===== src/rtl/shift_exec_pipe.sv =====
// rtl/shift_exec_pipe.sv - two-stage pipelined shift/rotate execute unit with tagged result
// Optional ROR support for opcode 010 is compiled in when SHIFT_ROR_EN is defined.

module barrelShifter #(
  parameter int N = 16,
  parameter int C = 4
) (
  input  logic [N-1:0] data,
  input  logic [1:0]   op,
  input  logic [C-1:0] cnt,
  output logic [N-1:0] result
);

  logic [N-1:0] stage;

  // Log-depth network: stage i shifts by 2**i when cnt[i] is set.
  always_comb begin
    stage = data;
    for (int i = 0; i < C; i++) begin
      if (cnt[i]) begin
        case (op)
          2'b00:   stage = (stage << (1 << i)) | (stage >> (N - (1 << i)));
          2'b01:   stage = stage << (1 << i);
          2'b10:   stage = $signed(stage) >>> (1 << i);
          default: stage = stage >> (1 << i);
        endcase
      end
    end
    result = stage;
  end

endmodule

module shift_exec_pipe #(
  parameter int N = 16,
  parameter int C = 4,
  parameter int T = 3
) (
  input  logic         clk,
  input  logic         rst,
  input  logic         in_valid,
  output logic         in_ready,
  input  logic [2:0]   in_opc,
  input  logic [N-1:0] in_data,
  input  logic [C-1:0] in_cnt,
  input  logic [T-1:0] in_tag,
  output logic         out_valid,
  input  logic         out_ready,
  output logic [N-1:0] out_data,
  output logic [T-1:0] out_tag,
  output logic         out_zero,
  output logic         out_err
);

  logic         a_valid;
  logic [2:0]   a_opc;
  logic [N-1:0] a_data;
  logic [C-1:0] a_cnt;
  logic [T-1:0] a_tag;
  logic         b_valid;
  logic         b_adv;
  logic         a_adv;

  logic [1:0]   sh_op;
  logic [C-1:0] sh_cnt;
  logic         sh_illegal;
  logic [N-1:0] sh_result;

  assign b_adv     = ~b_valid | out_ready;
  assign a_adv     = ~a_valid | b_adv;
  assign in_ready  = a_adv;
  assign out_valid = b_valid;

  // Payload registers are cleared too so idle cycles after reset present zero/no-error.
  always_ff @(posedge clk) begin
    if (rst) begin
      a_valid <= 1'b0;
      a_opc   <= 3'b000;
      a_data  <= '0;
      a_cnt   <= '0;
      a_tag   <= '0;
    end else if (in_valid && a_adv) begin
      a_valid <= 1'b1;
      a_opc   <= in_opc;
      a_data  <= in_data;
      a_cnt   <= in_cnt;
      a_tag   <= in_tag;
    end else if (b_adv) begin
      a_valid <= 1'b0;
    end
  end

  always_comb begin
    sh_op      = 2'b00;
    sh_cnt     = a_cnt;
    sh_illegal = 1'b0;
    case (a_opc)
      3'b000: sh_op = 2'b00;
      3'b001: sh_op = 2'b01;
      3'b011: sh_op = 2'b11;
      3'b100: sh_op = 2'b10;
`ifdef SHIFT_ROR_EN
      // Rotate right by k is rotate left by (-k) mod 2**C; k=0 stays identity.
      3'b010: begin
        sh_op  = 2'b00;
        sh_cnt = -a_cnt;
      end
`endif
      default: begin
        sh_op      = 2'b00;
        sh_cnt     = '0;
        sh_illegal = 1'b1;
      end
    endcase
  end

  barrelShifter #(.N(N), .C(C)) u_shifter (
    .data   (a_data),
    .op     (sh_op),
    .cnt    (sh_cnt),
    .result (sh_result)
  );

  always_ff @(posedge clk) begin
    if (rst) begin
      b_valid  <= 1'b0;
      out_data <= '0;
      out_tag  <= '0;
      out_zero <= 1'b1;
      out_err  <= 1'b0;
    end else if (b_adv) begin
      b_valid  <= a_valid;
      out_data <= sh_result;
      out_tag  <= a_tag;
      out_zero <= (sh_result == '0);
      out_err  <= sh_illegal;
    end
  end

endmodule


===== config.mk =====
export PLATFORM = sky130hd
export DESIGN_NAME = shift_exec_pipe
export DESIGN_NICKNAME = d
export VERILOG_FILES = /design/src/rtl/shift_exec_pipe.sv
export SDC_FILE = /design/constraint.sdc
export NUM_CORES = 1
export LEC_CHECK = 0
export BUFFER_PORTS_ARGS = -buffer_cell sky130_fd_sc_hd__buf_4
export CAP_MARGIN = 20
export CORE_ASPECT_RATIO = 1.2
export CORE_UTILIZATION = 53
export DETAILED_ROUTE_END_ITERATION = 8
export GPL_TIMING_DRIVEN = 0
export PLACE_DENSITY = 0.78
export RECOVER_POWER = 100
export SLEW_MARGIN = 20
export SYNTH_ARGS = -nofsm -noshare
export SYNTH_HDL_FRONTEND = slang
export SYNTH_HIERARCHICAL = 1
export SYNTH_SLANG_ARGS = --single-unit

===== constraint.sdc =====
create_clock -name clk -period 2.8 [get_ports clk]
set_clock_uncertainty 0.2 [all_clocks]
set_input_delay 0.14 -clock clk [delete_from_list [all_inputs] [get_ports clk]]
set_output_delay 0.14 -clock clk [all_outputs]
set_load 0.05 [all_outputs]

After elaboration in Yosys (flattened, before gate mapping) --
Cells that the tools add are included.
Storage, ports and cells: bits of input ports 30, bits in registers 49, output and inout port bits 23
Cells by class: equal/unequal tests 5, mux-type cells 13, bitwise operators 8, reductions and logical operators 6
Operators with widths (count):
- $pmux W16 S3 | 4
- $mux W16 | 4
- $logic_not A16 Y1 | 1
- $or A16 B1 Y16 | 1
- $or A16 B2 Y16 | 1
- $or A16 B4 Y16 | 1
- $or A16 B8 Y16 | 1
- $pmux W2 S3 | 1
- $mux W4 | 1
- $reduce_or A4 Y1 | 1
- $eq A3 B1 Y1 const B | 1
- $eq A3 B2 Y1 const B | 1
- $eq A3 B3 Y1 const B | 1
- $logic_not A3 Y1 | 1
- $mux W1 | 3
- $eq A2 B1 Y1 const B | 1
- $eq A2 B2 Y1 const B | 1
- $logic_not A2 Y1 | 1
- $not A1 Y1 | 2
- $or A1 B1 Y1 | 2
- $reduce_bool A2 Y1 | 1
- $logic_and A1 B1 Y1 | 1

Longest topological paths before layout --
depth in word-level cells 15, mapped depth 13, depth with buffers taken out 10

Hierarchy --
Netlist, hierarchy kept.
By module, submodules not included:
- shift_exec_pipe | instances 1, cells each 229, area each 1908.1 um^2, sequential area each 980.9 um^2
- barrelShifter | instances 1, cells each 274, area each 1785.5 um^2, sequential area each 0.0 um^2

Worst setup path after synthesis --
No wires, ideal clock.
kind register -> register, start register a_opc[0], end register out_zero, clock period less this slack 2.856 ns, data arrival time 2.555 ns, setup time 0.101 ns, path slack -0.056 ns, required time 2.499 ns, stages on the path, launching flop included 13, path through dfxtp_1 mux2i_1 and2_1 buf_2 buf_4 buf_2 o21ai_0 a31oi_1 nor2_1 o32a_1 nor4_1 nand2_1 o41ai_1
RTL lines:
- start: declaration | RTL line 56 | logic [2:0] a_opc;
- start signal: assignment | RTL line 84 | a_opc <= in_opc;
- $eq A3 B3 Y1, or another cell as far along | RTL line 97 | case (a_opc)
- $reduce_or A4 Y1 (no line) (*)
- $mux W4 (*) | RTL line 97
- via sh_cnt[0] | RTL line 65 | logic [C-1:0] sh_cnt;
- $mux W16 (*) | RTL line 20 | if (cnt[i]) begin
- $or A16 B2 Y16 | RTL line 22 | 2'b00: stage = (stage << (1 << i)) | (stage >> (N - (1 << i)));
- $pmux W16 S3 | RTL line 21 | case (op)
- $mux W16 (*) | RTL line 20
- $or A16 B4 Y16 | RTL line 22
- $pmux W16 S3 | RTL line 21
- $mux W16 (*) | RTL line 20
- $or A16 B8 Y16 | RTL line 22
- $pmux W16 S3 | RTL line 21
- $mux W16 (*) | RTL line 20
- via sh_result[10] | RTL line 67 | logic [N-1:0] sh_result;
- $logic_not A16 Y1 (*) | RTL line 135 | out_zero <= (sh_result == '0);
- end signal: assignment | RTL line 135
- end: declaration | RTL line 51 | output logic out_zero,
Mark *: on every way through the listed nets, which the timed path passes. The rest lies on a longest branch. A chain may end at the register's enable or synchronous reset.

Worst setup path after layout --
Same ends and word-level chain as after synthesis.

==> results_dict.tcl <==
set metrics [dict create \
    grt_max_degree 19 \
    r2r_slack_ps -310 \
    htree_num_levels 2 \
    finalSetupViolCount 5 \
    yosys.area.top_type_share_pct 26.6 \
    maxSlewViolCount 0 \
    p_per_area_mw_per_mm2 426 \
    fin_nets 632 \
    core-area_mm2 0.00657 \
    max_freq_mhz 322 \
    intPower_uw 1250 \
    min_period_over_period_pct 111 \
    vdd_drop_max_mv 0.313 \
    slew_headroom_pct 55.5 \
    utilization_pct 75.1 \
    period_needed_ps 3110 \
    cts_buffers 5 \
    die_w_um 78.2 \
    avgSynthCellArea_um2 7.34 \
    area_growth_pct 33.4 \
    ys_seq_area_share_pct 26.6 \
    setup_ws_ps -307 \
    synth_cell_types 62 \
    root_buffer "clkbuf_8" \
    track_usage_pct 40.7 \
    end_kind "register" \
    mappedNetlistNets 533 \
    cp_data_required_time_ps 2820 \
    violations "negative setup slack" \
    drtIter0Drc 710 \
    insertion_delay_ps 320 \
    cts.path.max_buffers 2 \
    cts_tree "built" \
    ant_nets 0 \
    ys_async_sr_fraction_pct 0 \
    synth_edf_count 0 \
    cp.depth 12 \
    vias_per_cell 6.86 \
    synth_seq_cells 49 \
    cp-endpoint "out_zero$_SDFFE_PP1P_" \
    synthTopCellsByArea "dfxtp_1 (27%), mux2i_1 (11%), a21oi_1 (9.5%)" \
    synthesis.area_mm2 0.00369 \
    vias 4723 \
    hold_start "in_valid" \
    grt_antenna_before_repair 0 \
    crit_family "simple AND/OR/NAND/NOR gates" \
    cpMaxStageDelayCell "dfxtp_4" \
    power.leakage_uw 0.00173 \
    dieArea_mm2 0.00731 \
    drc 0 \
    reg2regPathDepth 12 \
    path_buf_inv 2 \
    worst_pin_slew_ps 670 \
    hold_viol_final 0 \
    yosys.area.top_type "dfxtp_1" \
    grt_pass1_wl_um 23200 \
    yosys_warnings 6 \
    drive_gt1_share_pct 24.7 \
    preCtsSetupSlack_ps -622 \
    post-dp-hpwl_um 9610 \
    whs_ps 14.4 \
    startpoint_type "register" \
    drv_cap 0 \
    port_buffers 50 \
    hp-class "input pin to register" \
    pwr-share-clk_pct 22.1 \
    path_clk_slew_ps 100 \
    io_pins 53 \
    worstSetupStartpoint "a_opc[0]$_SDFFE_PP0P_" \
    overflow 0 \
    path_cells "mux2i_4 -> and2_4 -> buf_8 -> buf_4 -> mux2i_1 -> o22ai_1 -> nor2_1 -> mux2_2 -> o211ai_1 -> nor4_2 -> nand2_1 -> o41ai_2" \
    gp_congestion 1.00 \
    slowest_delay_ps 390 \
    crit_arrival_ps 3130 \
    antennaDiodeCount 0 \
    grt_pass1_vias 4573 \
    cts.sinks 49 \
    synth-main-ff-cell "dfxtp_1" \
    rsz0062_at_grt "true" \
    floorplan.initialDensity_pct 56.2 \
    p_switching_uw 844 \
    outcome "finished with violations" \
    first_pass_iters 6 \
    wire_per_inst_um 21.5 \
    die_y_um 93.4 \
    syn-instance-count 503 \
    pwr-share-comb_pct 39.6 \
    rows 32 \
    worst-path-max-fanout 8 \
    reg2reg_to "out_zero$_SDFFE_PP1P_" \
    totalWireLength_um 14800 \
    switching_share_pct 40.2 \
    share_seq_of_total_power_pct 38.4 \
    reg2reg_from "a_opc[0]$_SDFFE_PP0P_" \
    worstSetupPathType "register to register" \
]
==> cell usage after synthesis, types with 3 or more instances <==
cell      instances
a211oi_2          3
a211oi_1         11
or2_2             3
or3_1             3
buf_2            17
o221ai_1          3
a211o_1           3
nor2b_1           4
dfxtp_1          49
o211ai_1          5
buf_4             6
o22ai_1          10
nor3_1           16
buf_6             4
and2_1            4
nand2_1          61
nand3_1          28
nor4_1            3
o32ai_1           4
a21oi_1          70
clkbuf_1         17
nand2b_1          8
o21ai_0          28
a21o_1            4
inv_1             3
mux2i_1          39
nor2_1           43
o21ai_1          10
==> cell usage in the layout (no fill, tap or decap), drive strengths merged, types with 4 or more instances in the layout <==
cell type / count
nor3: 16
nand2: 61
and2: 4
nor2: 43
nor2b: 4
nand3: 28
dfxtp: 49
inv: 6
dlygate4sd3: 30
clkbuf: 50
o32ai: 4
a211oi: 14
nand2b: 8
o22ai: 10
buf: 63
a21oi: 70
o211ai: 5
mux2i: 39
o21ai: 38
a21o: 4
==> cell type report <==
cell class / count / area (um2)
repair buffers: 93 / 691
clock buffers: 5 / 68.8
plain buffers: 45 / 304
flip-flops and latches: 49 / 987
fillers: 503 / 1640
well taps: 85 / 106
multi-input cells: 401 / 2720
inverters: 7 / 27.5
clock inverters: 3 / 28.8
==> flip-flops by register name (all words and copies together), names as in the netlist <==
name	count
a_data	16
a_tag	3
out_valid	1
a_opc	3
a_valid	1
out_tag	3
out_data	16
out_err	1
a_cnt	4
out_zero	1
==> what timing repair did <==
item,in CTS,in global routing
hold buffers,30,0
pin swaps,6,13
setup buffers,4,9
endpoints found under the setup margin,16,17
gates resized for setup,40,59
hold endpoints to repair,26,0
==> worst reg2reg max path, delay by kind of cell (launching register included) <==
family | cells | cell delay (ps)
multiplexers | 3 | 690
buffers and inverters | 2 | 300
AND/OR/NAND/NOR | 4 | 800
AO/OA/AOI/OAI | 3 | 620
flip-flops | 1 | 390
==> power by group through the flow <==
stage                     Clock [uW]  Combinational, uW  Sequential (uW)
after floorplan                    0                386              889
after global placement             0                669              808
after detailed placement           0                672              810
after CTS                        466                746              798
after global routing             484                873              811
final                            463                830              804
==> worst min-delay path by stage <==
stage | to | depth (start not counted)
final | a_data[2]$_SDFFE_PP0P_ | 3
after global routing | a_data[2]$_SDFFE_PP0P_ | 3
after CTS | a_data[2]$_SDFFE_PP0P_ | 3
after detailed placement | a_data[14]$_SDFFE_PP0P_ | 3
after global placement | a_tag[2]$_SDFFE_PP0P_ | 3
after floorplan | a_cnt[0]$_SDFFE_PP0P_ | 2
==> routing by layer <==
metal / wire [um] / global-route usage (%) / share of wire [%] / vias up
met5: 0 / 0 / 0 / -
met3: 1420 / 4.49 / 9.6 / 109
met2: 6830 / 67.2 / 46 / 395
met4: 1050 / 25.5 / 7.1 / 0
li1: - / - / - / 2048
met1: 5520 / 50.4 / 37 / 2171
==> cell families after synthesis <==
logic type      Yosys count  share of synthesized area [%]
compound gates          180                           31.1
simple gates            178                           21.8
buf+inv                  53                           8.47
flops                    49                           26.6
mux                      43                           12.1
==> through the flow <==
stage / area (um2) / total power, uW / std cells / TNS [ps]
final: 4930 / 2100 / 688 / -604
after global routing: 4930 / 2170 / 688 / -1670
after CTS: 4780 / 2010 / 680 / -309
after detailed placement: 4190 / 1480 / 638 / -2680
after global placement: 4190 / 1480 / 638 / -1780
after floorplan: 3710 / 1280 / 503 / 0
(Power assumes the default switching activity.)
